--- src/rtl/run_ctrl_pkg.sv ---
// Shared types for the run-control / register-dump sequencer.
package run_ctrl_pkg;

    typedef enum logic [2:0] {
        ST_IDLE,
        ST_RESET,
        ST_RUN,
        ST_DUMP_RD,
        ST_DUMP_OUT,
        ST_DONE
    } run_state_t;

    typedef enum logic [1:0] {
        HR_NONE    = 2'd0,
        HR_HALT    = 2'd1,
        HR_TIMEOUT = 2'd2
    } halt_reason_t;

endpackage

--- src/rtl/run_ctrl_if.sv ---
// Register-dump stream: valid/ready handshake carrying register index and value.
interface run_ctrl_if #(
    parameter int XLEN  = 32,
    parameter int NREGS = 32
);
    localparam int IW = $clog2(NREGS);

    logic            valid;
    logic            ready;
    logic [IW-1:0]   idx;
    logic [XLEN-1:0] data;

    modport master (output valid, output idx, output data, input ready);
    modport slave  (input valid, input idx, input data, output ready);
endinterface

--- src/rtl/run_ctrl_pc_stall_detector.sv ---
// Flags a halted CPU: PC unchanged for STALL_CYCLES consecutive enabled cycles.
module pc_stall_detector #(
    parameter int XLEN         = 32,
    parameter int STALL_CYCLES = 8
) (
    input  logic            clk,
    input  logic            rst,
    input  logic            clr,
    input  logic            en,
    input  logic [XLEN-1:0] pc,
    output logic            stalled
);
    localparam int CW = $clog2(STALL_CYCLES);
    localparam logic [CW-1:0] CNT_MAX  = CW'(STALL_CYCLES - 1);
    localparam logic [CW-1:0] CNT_TRIP = CW'(STALL_CYCLES - 2);

    logic [XLEN-1:0] prev_pc_q, prev_pc_d;
    logic            prev_vld_q, prev_vld_d;
    logic [CW-1:0]   cnt_q, cnt_d;
    logic            same;

    // Next-state for previous-PC and saturating repeat counter; stall decision.
    // The first enabled cycle after a clear has no previous PC and counts as a change.
    always_comb begin
        prev_pc_d  = prev_pc_q;
        prev_vld_d = prev_vld_q;
        cnt_d      = cnt_q;
        same       = prev_vld_q && (pc == prev_pc_q);
        if (clr) begin
            prev_vld_d = 1'b0;
            cnt_d      = '0;
        end else if (en) begin
            prev_pc_d  = pc;
            prev_vld_d = 1'b1;
            if (!same)
                cnt_d = '0;
            else if (cnt_q != CNT_MAX)
                cnt_d = cnt_q + CW'(1);
        end
        stalled = en && !clr && same && (cnt_q == CNT_TRIP);
    end

    // State registers.
    always_ff @(posedge clk) begin
        if (rst) begin
            prev_pc_q  <= '0;
            prev_vld_q <= 1'b0;
            cnt_q      <= '0;
        end else begin
            prev_pc_q  <= prev_pc_d;
            prev_vld_q <= prev_vld_d;
            cnt_q      <= cnt_d;
        end
    end
endmodule

--- src/rtl/run_ctrl.sv ---
// Run-control sequencer: hold CPU in reset, run it to halt or budget, then dump the register file.
module run_ctrl
    import run_ctrl_pkg::*;
#(
    parameter int XLEN         = 32,
    parameter int NREGS        = 32,
    parameter int RESET_CYCLES = 2,
    parameter int MAX_CYCLES   = 1000,
    parameter int STALL_CYCLES = 8
) (
    input  logic                      clk,
    input  logic                      rst,
    input  logic                      start,
    output logic                      cpu_rst,
    output logic                      cpu_en,
    input  logic [XLEN-1:0]           cpu_pc,
    output logic [$clog2(NREGS)-1:0]  rf_raddr,
    input  logic [XLEN-1:0]           rf_rdata,
    run_ctrl_if.master                dump,
    output logic [31:0]               cycle_count,
    output logic [1:0]                halt_reason,
    output logic                      done
);
    localparam int IW = $clog2(NREGS);
    localparam int RW = $clog2(RESET_CYCLES + 1);
    localparam logic [IW-1:0] LAST_IDX  = IW'(NREGS - 1);
    localparam logic [RW-1:0] RCNT_LAST = RW'(RESET_CYCLES - 1);
    localparam logic [31:0]   MAX_CNT   = 32'(MAX_CYCLES);

    run_state_t      state_q, state_d;
    halt_reason_t    hr_q, hr_d;
    logic [RW-1:0]   rcnt_q, rcnt_d;
    logic [IW-1:0]   idx_q, idx_d;
    logic [31:0]     cyc_q, cyc_d, cyc_inc;
    logic            cpu_rst_q, cpu_rst_d;
    logic            cpu_en_q, cpu_en_d;
    logic            valid_q, valid_d;
    logic            done_q, done_d;
    logic [IW-1:0]   didx_q, didx_d;
    logic [XLEN-1:0] ddata_q, ddata_d;
    logic            stall_clr, stall_en, stalled;

    pc_stall_detector #(
        .XLEN        (XLEN),
        .STALL_CYCLES(STALL_CYCLES)
    ) u_stall (
        .clk    (clk),
        .rst    (rst),
        .clr    (stall_clr),
        .en     (stall_en),
        .pc     (cpu_pc),
        .stalled(stalled)
    );

    assign stall_en = (state_q == ST_RUN);

    // Next-state, counters and dump capture; registered outputs derive from the next state
    // so they line up with the state they describe.
    always_comb begin
        state_d   = state_q;
        hr_d      = hr_q;
        rcnt_d    = rcnt_q;
        idx_d     = idx_q;
        cyc_d     = cyc_q;
        didx_d    = didx_q;
        ddata_d   = ddata_q;
        stall_clr = 1'b0;
        cyc_inc   = (cyc_q == 32'hFFFF_FFFF) ? cyc_q : cyc_q + 32'd1;

        case (state_q)
            ST_IDLE, ST_DONE: begin
                if (start) begin
                    state_d   = ST_RESET;
                    cyc_d     = '0;
                    hr_d      = HR_NONE;
                    rcnt_d    = '0;
                    stall_clr = 1'b1;
                end
            end
            ST_RESET: begin
                if (rcnt_q == RCNT_LAST)
                    state_d = ST_RUN;
                else
                    rcnt_d = rcnt_q + RW'(1);
            end
            ST_RUN: begin
                cyc_d = cyc_inc;
                if (stalled) begin
                    hr_d    = HR_HALT;
                    idx_d   = '0;
                    state_d = ST_DUMP_RD;
                end else if (cyc_inc == MAX_CNT) begin
                    hr_d    = HR_TIMEOUT;
                    idx_d   = '0;
                    state_d = ST_DUMP_RD;
                end
            end
            ST_DUMP_RD: begin
                ddata_d = rf_rdata;
                didx_d  = idx_q;
                state_d = ST_DUMP_OUT;
            end
            ST_DUMP_OUT: begin
                if (dump.ready) begin
                    if (idx_q == LAST_IDX) begin
                        state_d = ST_DONE;
                    end else begin
                        idx_d   = idx_q + IW'(1);
                        state_d = ST_DUMP_RD;
                    end
                end
            end
            default: state_d = ST_IDLE;
        endcase

        cpu_rst_d = (state_d == ST_IDLE) || (state_d == ST_RESET);
        cpu_en_d  = (state_d == ST_RUN);
        valid_d   = (state_d == ST_DUMP_OUT);
        done_d    = (state_d == ST_DONE);
    end

    // Read address is decoded from the current state so read data is valid in DUMP_RD.
    always_comb begin
        rf_raddr = (state_q == ST_DUMP_RD) ? idx_q : '0;
    end

    // State and output registers.
    always_ff @(posedge clk) begin
        if (rst) begin
            state_q   <= ST_IDLE;
            hr_q      <= HR_NONE;
            rcnt_q    <= '0;
            idx_q     <= '0;
            cyc_q     <= '0;
            cpu_rst_q <= 1'b1;
            cpu_en_q  <= 1'b0;
            valid_q   <= 1'b0;
            done_q    <= 1'b0;
            didx_q    <= '0;
            ddata_q   <= '0;
        end else begin
            state_q   <= state_d;
            hr_q      <= hr_d;
            rcnt_q    <= rcnt_d;
            idx_q     <= idx_d;
            cyc_q     <= cyc_d;
            cpu_rst_q <= cpu_rst_d;
            cpu_en_q  <= cpu_en_d;
            valid_q   <= valid_d;
            done_q    <= done_d;
            didx_q    <= didx_d;
            ddata_q   <= ddata_d;
        end
    end

    assign cpu_rst     = cpu_rst_q;
    assign cpu_en      = cpu_en_q;
    assign cycle_count = cyc_q;
    assign halt_reason = hr_q;
    assign done        = done_q;
    assign dump.valid  = valid_q;
    assign dump.idx    = didx_q;
    assign dump.data   = ddata_q;
endmodule
--- src/flat_wrapper.sv ---
// flat-port wrapper written by rule: the top's interface ports become plain ports
module run_ctrl_flat import run_ctrl_pkg::*;
#(
    parameter int XLEN         = 32,
    parameter int NREGS        = 32,
    parameter int RESET_CYCLES = 2,
    parameter int MAX_CYCLES   = 1000,
    parameter int STALL_CYCLES = 8
)
  (clk, rst, start, cpu_rst, cpu_en, cpu_pc, rf_raddr, rf_rdata, cycle_count, halt_reason, done, dump_valid, dump_idx, dump_data, dump_ready);
  run_ctrl_if #(.XLEN(XLEN), .NREGS(NREGS)) dump_i ();
  input  logic clk;
  input  logic rst;
  input  logic start;
  output logic cpu_rst;
  output logic cpu_en;
  input  logic [XLEN-1:0] cpu_pc;
  output logic [$clog2(NREGS)-1:0] rf_raddr;
  input  logic [XLEN-1:0] rf_rdata;
  output logic [31:0] cycle_count;
  output logic [1:0] halt_reason;
  output logic done;
  output wire logic [$bits(dump_i.valid)-1:0] dump_valid;
  output wire logic [$bits(dump_i.idx)-1:0] dump_idx;
  output wire logic [$bits(dump_i.data)-1:0] dump_data;
  input wire logic [$bits(dump_i.ready)-1:0] dump_ready;
  assign dump_valid = dump_i.valid;
  assign dump_idx = dump_i.idx;
  assign dump_data = dump_i.data;
  assign dump_i.ready = dump_ready;
  run_ctrl #(.XLEN(XLEN), .NREGS(NREGS), .RESET_CYCLES(RESET_CYCLES), .MAX_CYCLES(MAX_CYCLES), .STALL_CYCLES(STALL_CYCLES)) u_core (.clk(clk), .rst(rst), .start(start), .cpu_rst(cpu_rst), .cpu_en(cpu_en), .cpu_pc(cpu_pc), .rf_raddr(rf_raddr), .rf_rdata(rf_rdata), .dump(dump_i), .cycle_count(cycle_count), .halt_reason(halt_reason), .done(done));
endmodule
--- config.mk ---
export PLATFORM = sky130hd
export DESIGN_NAME = run_ctrl_flat
export DESIGN_NICKNAME = d
export VERILOG_FILES = /design/src/rtl/run_ctrl_pkg.sv /design/src/rtl/run_ctrl_if.sv /design/src/rtl/run_ctrl_pc_stall_detector.sv /design/src/rtl/run_ctrl.sv /design/src/flat_wrapper.sv
export SDC_FILE = /design/constraint.sdc
export NUM_CORES = 1
export LEC_CHECK = 0
export CAP_MARGIN = 5
export CORE_MARGIN = 5
export CORE_UTILIZATION = 45
export DETAILED_ROUTE_END_ITERATION = 6
export PLACE_DENSITY = 0.77
export SYNTH_ARGS = -nofsm -noshare
export SYNTH_HDL_FRONTEND = slang
export SYNTH_SLANG_ARGS = --single-unit
--- constraint.sdc ---
create_clock -name clk -period 2.8 [get_ports clk]
set_input_delay 0.84 -clock clk [delete_from_list [all_inputs] [get_ports clk]]
set_output_delay 0.84 -clock clk [all_outputs]
set_load 0.05 [all_outputs]
==> impl_metrics.json, run 1 <==
{
  "clk-insertion-delay-late_ps": 420,
  "worstPathRequired_ps": 3120,
  "drc": 0,
  "critPathLaunchType": "flop",
  "post-dp-hpwl_um": 12400,
  "cp_common_cell": "buf_4",
  "placed_area_um2": 8050,
  "yosysSeqAreaShare": 0.395,
  "via_per_inst": 5.56,
  "final.period_utilization": 0.971,
  "drv_cap": 0,
  "synth.distinct_cells": 61,
  "combPwrFrac": 0.086,
  "clock_sink_count": 121,
  "wl_met1_um": 7670,
  "cts_tree": "built",
  "io-pin-count": 148,
  "ys_ff_latch": 121,
  "drive_gt1_frac": 0.159,
  "netlist_instances": 795,
  "clock.fmax_mhz": 368,
  "synth_top_area_share": 0.395,
  "clock_path_buffers": 2,
  "cts_root_buffer": "clkbuf_16",
  "dp_cells": 1105,
  "ys_warn_count": 0,
  "power_density_nw_per_um2": 496,
  "drt_wl_total_um": 18100,
  "die_x_um": 127,
  "synth_edf_count": 0,
  "cpMaxStageDelayCell": "dfxtp_2",
  "synth-async-reset-ratio": 0,
  "p_sw_frac": 0.241,
  "vdd_drop_max_mv": 0.362,
  "wl_met3_um": 2080,
  "hold_path_class": "reg2reg",
  "globalplace.congestion": 0.911,
  "top_layer_used": "met4",
  "ys_top_cells_by_area": "dfxtp_1 40%, nand2_1 11%, a21oi_1 7.9%",
  "ant_nets": 0,
  "dieArea_um2": 16000,
  "yosys.area.top_type": "dfxtp_1",
  "fillCellCount": 1122,
  "stdcell_count": 1149,
  "h-tree-depth": 4,
  "synth_area_per_cell_um2": 7.71,
  "p_clk_frac": 0.513,
  "firstDrtPassIters": 6,
  "overflow": 0,
  "first_iter_violations": 661,
  "max_slew_margin": 0.530,
  "slew_viol_final": 0,
  "p_switching_mw": 1.06,
  "post-synth-top-count-cell": "nand2_1",
  "p_seq_frac": 0.401,
  "p_int_mw": 3.33,
  "cp-end-kind": "flop",
  "portBuffers": 147,
  "syn_to_final_growth_pct": 44.5,
  "cts_buffers": 17,
  "slowest_delay_ps": 390,
  "antenna_cells": 0,
  "crit_chain": "nand4_1, buf_4, nor2_1, nand3_1, buf_4, a211oi_1, a2111oi_4, buf_4, nand2_2, nor2_1, o31ai_1",
  "fin_skew_ps": 5.59,
  "critPathKind": "reg2reg",
  "synthTopCellsByCount": "179 x nand2_1, 121 x dfxtp_1, 97 x a21oi_1",
  "status": "finished, final reports clean",
  "worst_pin_slew_ps": 706,
  "grtUsageTotal": 0.215,
  "hold_viol_final": 0,
  "grt_start_max_net_pins": 66,
  "setup_violations": 0,
  "path_buf_inv": 3,
  "clk_pin_slew_ps": 60,
  "antenna_found_initial": 0,
  "wl_met2_um": 8050,
  "fin_crit_ps": 2720,
  "critPathMaxFanout": 8,
  "synth_nets": 870,
  "stdcell_area_um2": 8850,
  "vias": 6385,
  "grt_pass1_wl_um": 28500,
  "rows": 42,
  "wl_per_cell_um": 15.8,
  "first_global_vias": 5790,
  "die_height_um": 127,
  "layout.nets": 1035,
  "ys.flop_type": "dfxtp_1",
  "cp.arrival_ps": 3040,
  "p_leak_nw": 3.04,
  "fp.coreArea_um2": 13300,
  "cp_top_family": "simple AND/OR/NAND/NOR gates",
  "syn_area_um2": 6130,
  "start_util": 0.461
}
==> stage by stage <==
stage | TNS (ps) | power (mW) | hold slack [ps] | utilization | setup slack [ps]
after floorplan | 0 | 2.00 | 432 | - | 13.8
final | 0 | 4.39 | 452 | 0.666 | 80.5
after CTS | 0 | 4.43 | 455 | 0.651 | 32.8
after global routing | -213 | 4.55 | 470 | 0.666 | -70.2
after global placement | -747 | 2.17 | 441 | 0.605 | -165
after detailed placement | -2400 | 2.18 | 447 | 0.605 | -309
==> path summary, 6_finish.rpt <==
path | start | to | slack [ps] | cells after the start
max | u_core.cycle_count[24] | u_core.cpu_en | 80 | 11
min | u_core.dump.data[15] | u_core.dump.data[15] | 450 | 2
max reg2reg | u_core.cycle_count[24] | u_core.cpu_en | 80 | 11
min reg2reg | u_core.dump.data[15] | u_core.dump.data[15] | 450 | 2
==> registers in the layout, summed over array words and instances, names as in the netlist <==
signal,count
u_core.dump.data,32
u_core.idx_q,5
u_core.done,1
u_core.u_stall.cnt_q,3
u_core.dump.valid,1
u_core.rcnt_q,2
u_core.cpu_rst,1
u_core.cpu_en,1
u_core.cycle_count,32
u_core.state_q,3
u_core.u_stall.prev_pc_q,32
u_core.dump.idx,5
u_core.u_stall.prev_vld_q,1
u_core.halt_reason,2
==> timing repair <==
| action | 4_1_cts | 5_1_grt |
|---|---|---|
| gates resized for setup | 0 | 15 |
| buffers inserted | 0 | 12 |
| hold buffers | 0 | 0 |
| hold endpoints to repair | 0 | 0 |
| endpoints found under the setup margin | 0 | 8 |
==> placed cells by master, fill, tap and decap left out, drive strengths merged, types with 4 or more instances in the layout <==
| cell type | instances |
|---|---|
| or2 | 4 |
| clkinv | 5 |
| nor4 | 10 |
| inv | 14 |
| o211ai | 5 |
| clkdlybuf4s50 | 141 |
| dfxtp | 121 |
| nor2 | 43 |
| a21oi | 97 |
| mux2i | 4 |
| buf | 64 |
| ha | 7 |
| a311oi | 13 |
| and4 | 6 |
| and2 | 5 |
| xnor2 | 34 |
| a22oi | 5 |
| a211oi | 8 |
| nand2b | 11 |
| nor3 | 25 |
| and3 | 5 |
| clkbuf | 20 |
| a2111oi | 5 |
| nand3 | 26 |
| a31oi | 15 |
| o21ai | 30 |
| xor2 | 9 |
| nand4 | 22 |
| o31ai | 4 |
| nand2 | 180 |
==> kinds of logic (layout without fill, tap and decap cells) <==
family | after synthesis | after routing | share of synthesized area
fa+ha+maj | 7 | 7 | 0.0143
simple gates | 353 | 353 | 0.274
flops | 121 | 121 | 0.395
mux | 5 | 5 | 0.00837
buf+inv | 70 | 248 | 0.0476
compound gates | 196 | 196 | 0.199
xor+xnor | 43 | 43 | 0.0615
==> metal layers <==
metal / GRT usage / up-vias
met5: 0 / -
li1: - / 3132
met2: 0.328 / 312
met1: 0.278 / 2905
met3: 0.0858 / 36
met4: 0.0732 / 0
==> power groups by stage <==
stage	Sequential, mW	Combinational [mW]	Clock (mW)
6_report	1.76	0.377	2.25
5_1_grt	1.76	0.406	2.38
4_1_cts	1.76	0.378	2.29
3_5_place_dp	1.80	0.376	0
3_3_place_gp	1.80	0.371	0
2_1_floorplan	1.82	0.171	0
==> area by class of cell <==
class	instances	area (µm²)	area share
Clock buffer	20	478	0.0540
Clock inverter	12	138	0.0155
Inverter	11	41.3	0.00466
Multi-Input combinational cell	604	3520	0.398
Sequential cell	121	2470	0.279
Tap cell	176	220	0.0249
Timing Repair Buffer	205	1980	0.224
==> worst reg2reg max path, cell delays in order, from the launching register on <==
cell and delay (ps):
dfxtp_2 390, nand4_1 320, buf_4 290, nor2_1 270, nand3_1 160, buf_4 200, a211oi_1 350, a2111oi_4 50
buf_4 160, nand2_2 130, nor2_1 80, o31ai_1 230
(Power assumes the default switching activity.)
==> inputs of run 2 (changes only) <==
--- a/config.mk
+++ b/config.mk
@@ -6,10 +6,13 @@
 export NUM_CORES = 1
 export LEC_CHECK = 0
 export CAP_MARGIN = 5
+export CELL_PAD_IN_SITES_DETAIL_PLACEMENT = 1
+export CELL_PAD_IN_SITES_GLOBAL_PLACEMENT = 1
 export CORE_MARGIN = 5
-export CORE_UTILIZATION = 45
+export CORE_UTILIZATION = 33
+export CTS_CLUSTER_DIAMETER = 200
 export DETAILED_ROUTE_END_ITERATION = 6
-export PLACE_DENSITY = 0.77
+export PLACE_DENSITY = 0.78
 export SYNTH_ARGS = -nofsm -noshare
 export SYNTH_HDL_FRONTEND = slang
 export SYNTH_SLANG_ARGS = --single-unit
==> run 2 against run 1 <==
Net effect: fmax up 1.7%; hold slack better by 2.7 ps; first-iteration DRC count down 45%; critical path type unchanged; largest cell class unchanged; largest power group unchanged.
==> impl_metrics.json, run 2 (same netlist as run 1, synthesis figures left out) <==
{
  "status": "finished, final reports clean",
  "wl_per_cell_um": 17.2,
  "grtUsageMet2": 0.313,
  "r2r_slack_ps": 130,
  "p_leak_nw": 3.11,
  "worst_pin_slew_ps": 710,
  "via_per_inst": 5.29,
  "globalplace.congestion": 0.898,
  "layout.nets": 1054,
  "p_clk_frac": 0.517,
  "cp_top_family": "compound AO/OA/AOI/OAI gates",
  "p_sw_frac": 0.242,
  "drc": 0,
  "p_int_mw": 3.38,
  "power_mw": 4.46,
  "cts_tree": "built",
  "rows": 49,
  "drv_cap": 0,
  "h-tree-depth": 4,
  "cts_root_buffer": "clkbuf_16",
  "use_met3": 0.0728,
  "cp.arrival_ps": 2940,
  "rr_endpoint": "u_core.halt_reason[0]",
  "min_from": "u_core.dump.data[31]",
  "setup_ws_ps": 126,
  "fin_skew_ps": 10.9,
  "grt_start_max_net_pins": 65,
  "min_path_cells": 2,
  "final_cell_mix": "179 x nand2_1, 141 x clkdlybuf4s50_1, 97 x a21oi_1",
  "hold_buffers": 0,
  "fin_crit_ps": 2670,
  "clock_sink_count": 121,
  "clk_pin_slew_ps": 60,
  "vdd_drop_max_mv": 0.417,
  "mostFrequentLayoutCell": "nand2_1",
  "drt_wl_total_um": 21000,
  "r2r_start": "u_core.cycle_count[15]",
  "max_slew_margin": 0.526,
  "clk-insertion-delay-late_ps": 420,
  "firstDrtPassIters": 4,
  "critPathMaxFanout": 6,
  "min_to": "u_core.dump.data[31]",
  "first_iter_violations": 364,
  "combPwrFrac": 0.089,
  "hold_viol_final": 0,
  "start_util": 0.338,
  "place_ws_ps": -160,
  "slew_viol_final": 0,
  "vias": 6461,
  "power_density_nw_per_um2": 491,
  "cp_common_cell": "buf_4",
  "fillCellCount": 2148,
  "final.period_utilization": 0.955,
  "multi_input_area_um2": 3540,
  "first_global_vias": 6573,
  "clock_path_buffers": 2,
  "critPathKind": "reg2reg",
  "crit_start": "u_core.cycle_count[15]",
  "p_switching_mw": 1.08,
  "cp-end-kind": "flop",
  "top_usage_layer": "met2",
  "setup_violations": 0,
  "grt_pass1_wl_um": 34300,
  "grtUsageTotal": 0.194,
  "portBuffers": 147,
  "area.sequential_um2": 2480,
  "path_buf_inv": 4,
  "hold_path_class": "reg2reg",
  "io-pin-count": 148,
  "grt_use_met1": 0.246,
  "die_x_um": 146,
  "post-dp-hpwl_um": 15000,
  "cpMaxStageDelayCell": "a2111oi_4",
  "die_height_um": 146,
  "antenna_cells": 0,
  "critPathLaunchType": "flop",
  "p_seq_frac": 0.394,
  "cts_buffers": 17,
  "reg2reg_depth": 12,
  "overflow": 0,
  "worstPathRequired_ps": 3070,
  "slowest_delay_ps": 370,
  "crit_chain": "buf_4, nand4_1, nor4_4, buf_4, buf_4, buf_4, a311oi_2, a31oi_1, a2111oi_4, nand2_2, nor4_2, nor3_1",
  "syn_to_final_growth_pct": 48.2,
  "dieArea_um2": 21400,
  "clock.fmax_mhz": 374,
  "antenna_found_initial": 0,
  "fp.coreArea_um2": 18100,
  "drive_gt1_frac": 0.178,
  "ant_nets": 0
}
-- run 2: cell types whose count changed in the layout (fill, tap and decap cells not counted), moves of 2 or more --
cell,previous run,this run
nor3_2,0,2
dfxtp_4,6,9
dfxtp_2,20,17
buf_4,56,76
-- run 2: per-layer routing --
| layer | up-vias | wire, µm |
|---|---|---|
| met3 | 21 | 1520 |
| met2 | 161 | 9820 |
| met1 | 3105 | 9410 |
| li1 | 3174 | - |
| met5 | - | 0 |
| met4 | 0 | 291 |
-- run 2: cell type report --
cell class                      count  share of cell area
Multi-Input combinational cell    604               0.390
Sequential cell                   121               0.273
Timing Repair Buffer              224               0.233
Clock buffer                       20              0.0503
Tap cell                          229              0.0316
Clock inverter                     12              0.0181
Inverter                           11             0.00455
-- run 2: worst max path at each step --
stage                       endpoint  slack, ps  depth (start not counted)
6_report       u_core.halt_reason[0]        130                         12
5_1_grt        u_core.halt_reason[0]        -20                          9
4_1_cts        u_core.halt_reason[0]         10                          9
3_5_place_dp   u_core.halt_reason[1]       -160                          9
3_3_place_gp   u_core.halt_reason[1]        -80                          9
2_1_floorplan  u_core.halt_reason[0]         10                          9
-- run 2: power groups by stage --
stage | Sequential, mW | Combinational [mW] | Clock, mW
4_1_cts | 1.76 | 0.403 | 2.36
3_3_place_gp | 1.80 | 0.392 | 0
5_1_grt | 1.76 | 0.434 | 2.45
3_5_place_dp | 1.80 | 0.400 | 0
2_1_floorplan | 1.82 | 0.171 | 0
6_report | 1.76 | 0.398 | 2.30
-- run 2: repair_timing --
item / in CTS / in global routing
gates cloned: 0 / 0
setup endpoints to repair: 3 / 9
buffers inserted: 3 / 12
pin swaps: 1 / 12
gates resized for setup: 0 / 21
-- run 2: worst min-delay path: stages, from the launching register on --
cell and delay [ps]:
dfxtp_1 310, nand2_1 50, a21oi_1 50
-- run 2: stage by stage --
stage / util / cell area, µm² / hold slack [ps] / cells / TNS (ps)
after floorplan: - / 6190 / 432 / 795 / 0
after global placement: 0.454 / 8230 / 441 / 1174 / -337
after detailed placement: 0.454 / 8230 / 449 / 1174 / -1160
after CTS: 0.489 / 8870 / 458 / 1209 / 0
after global routing: 0.500 / 9080 / 478 / 1221 / -36.5
final: 0.500 / 9080 / 454 / 1221 / 0
==> variant (config.mk and constraints of run 1) <==
Register the output `cycle_count` once more, cleared by the reset; this adds one clock of latency there. The other outputs are not delayed to match.
--- a/src/rtl/run_ctrl.sv
+++ b/src/rtl/run_ctrl.sv
@@ -157,3 +157,9 @@
     assign cpu_en      = cpu_en_q;
-    assign cycle_count = cyc_q;
+    always_ff @(posedge clk) begin
+        if (rst) begin
+            cycle_count <= '0;
+        end else begin
+            cycle_count <= cyc_q;
+        end
+    end
     assign halt_reason = hr_q;
Check against the original RTL: not equivalent (a bounded check fails within 10 cycles, from zero or initial values and one cycle with rst high).
==> variant against run 1 <==
Synthesized cell count rose by 11%. Highest routed layer unchanged. Hold slack worse by 1.8 ps. Maximum frequency decreased by 1.8%. Combinational power fell by 17%. Sequential cell count is 32 higher. Area after synthesis rose by 15%. Worst setup slack got worse by 51 ps. Count of clock-buffer cells in the layout fell by 2. Sequential share of layout area is 2.4 points higher. Power up 15%. Critical path type unchanged. Routed wire length rose by 14%. Clock skew grew 4.1 ps. Design area is 15% higher. Die area up 14%.
==> variant: results (changes against run 1) <==
number of H-tree levels=4 (unchanged); longest individual stage delay on the worst path=570 ps (+180 ps); global placer's final weighted congestion=0.9200 (+1.0%); startpoint of the most critical hold path=u_core.dump.data[8]; library cells used by synthesis=58 (-4.9%); Iteration-0 DRC Markers=602 (-8.9%); DRT Wirelength=20730 µm (+14%); hold path cells=2 (unchanged); net switching fraction of the power=0.2211 (-0.01964); multiplexer share of the synthesized area=0.004270 (-0.004102); ranking of synthesized cells by instance count=sky130_fd_sc_hd__nand2_1 (179), sky130_fd_sc_hd__dfxtp_1 (153), sky130_fd_sc_hd__a21oi_1 (103), sky130_fd_sc_hd__nor2_1 (60), sky130_fd_sc_hd__clkbuf_1 (42); vias in the first global route=6644 (+15%); Worst Tran Pin Value=706.0 ps (+0.4771 ps); worst slack on hold paths=449.8 ps (-1.758 ps); Worst Hold Class=register to register; CP Max Fanout=7 (-1); synthesized net count=957 (+10%); end of the worst register-to-register path=u_core.idx_q[4]; Num CTS Buffers=17 (unchanged); post-synthesis compound-gate area fraction=0.1621 (-0.03659); wire length of the first global-routing pass=33190 µm (+16%); instance area after placement=9341 µm² (+16%); reg-to-reg startpoint=u_core.cyc_q[18]; maximum number of pins on one net before global-route repair=96 (+45%); ranking of synthesized cells by area=sky130_fd_sc_hd__dfxtp_1 (44%), sky130_fd_sc_hd__nand2_1 (9.6%), sky130_fd_sc_hd__a21oi_1 (7.3%); slowest library cell on the worst path=sky130_fd_sc_hd__or4_4; peak ir drop on the vdd network=0.4340 mV (+20%); drt first pass iters=5 (-1); worst path arrival time=3080 ps (+40 ps); overall global routing resource usage=0.2233 (+0.007901); hpwl dp=14850 µm (+20%); Synth Area in Adders=0.01246 (-0.001839); sequential fraction of the synthesis area=0.4356 (+0.04024); status=completed; floorplan row count=45 (+7.1%); Pleak=0.003734 µW (+23%); post-synthesis xor/xnor area fraction=0.05480 (-0.006662); Layout Skew=9.667 ps (+4.080 ps); reg-to-reg slack, setup=30 ps (-50 ps); Hold Path Sink=u_core.dump.data[8]; TritonCTS clock tree=yes; layout cell share with drive strength beyond 1=0.1747 (+0.01536); total of warnings raised by yosys=0 (unchanged); clock slew at the register clock pins of the worst setup and hold paths=70 ps; fin nets=1167 (+13%); number of vias after detailed routing=7097 (+11%)
[variant: final cells by class]
class	instances	area [µm²]
fillers	1257	5085
multi-input cells	651	3779
flip-flops and latches	153	3078
repair buffers	253	2344
clock buffers	18	429.2
well taps	211	264.0
clock inverters	14	220.2
inverters	16	60.06
[variant: metal layers]
layer / track usage / vias up / part of all wire
met5: 0 / - / 0
met1: 0.2910 / 3276 / 0.43
met4: 0.09015 / 0 / 0.030
li1: - / 3492 / -
met3: 0.06297 / 45 / 0.076
met2: 0.3499 / 284 / 0.46
[variant: how the worst max path moves through the flow]
stage	start	slack, ps	depth (start not counted)	to
2_1_floorplan	u_core.cyc_q[0]	100	10	u_core.idx_q[1]
3_3_place_gp	cpu_pc[22]	-510	12	u_core.idx_q[4]
3_5_place_dp	cpu_pc[22]	-560	12	u_core.idx_q[1]
4_1_cts	u_core.cyc_q[19]	-30	11	u_core.idx_q[4]
5_1_grt	u_core.cyc_q[11]	-160	12	u_core.idx_q[4]
6_report	u_core.cyc_q[18]	30	11	u_core.idx_q[4]
[variant: logic make-up after synthesis]
kind of cell,Yosys count
and+or+nand+nor,408
AOI/OAI and AO/OA,189
DFF,153
buffers and inverters,78
xor gates and xnor gates,44
adders and majority gates,7
muxes,3
[variant: power groups by stage]
stage	Combinational [µW]	Sequential [µW]	Clock, µW
floorplan	131	2270	0
global placement	306	2250	0
detailed placement	310	2250	0
CTS	313	2200	2570
global route	338	2200	2680
finish	313	2200	2530
[variant: repair_timing]
action | in CTS | in global routing
setup buffers | 1 | 5
pin swaps | 10 | 14
gates resized for setup | 14 | 24
setup endpoints to repair | 8 | 9
hold buffers | 0 | 0
endpoints found under the hold margin | 0 | 0
[variant: worst min-delay path, stage by stage (launching register included)]
cell and delay [ps]:
sky130_fd_sc_hd__dfxtp_1 300, sky130_fd_sc_hd__nand2_1 50, sky130_fd_sc_hd__a21oi_1 50
[variant: metrics by stage]
stage	utilization	TNS, ps	total power (µW)	std cells	setup slack, ps
2_1_floorplan	-	0	2397	882	99.27
3_3_place_gp	0.6122	-3864	2557	1278	-508.2
3_5_place_dp	0.6122	-4337	2562	1278	-556.7
4_1_cts	0.6587	-65.14	5082	1311	-32.02
5_1_grt	0.6667	-452.7	5219	1316	-157.9
6_report	0.6667	0	5047	1316	29.24
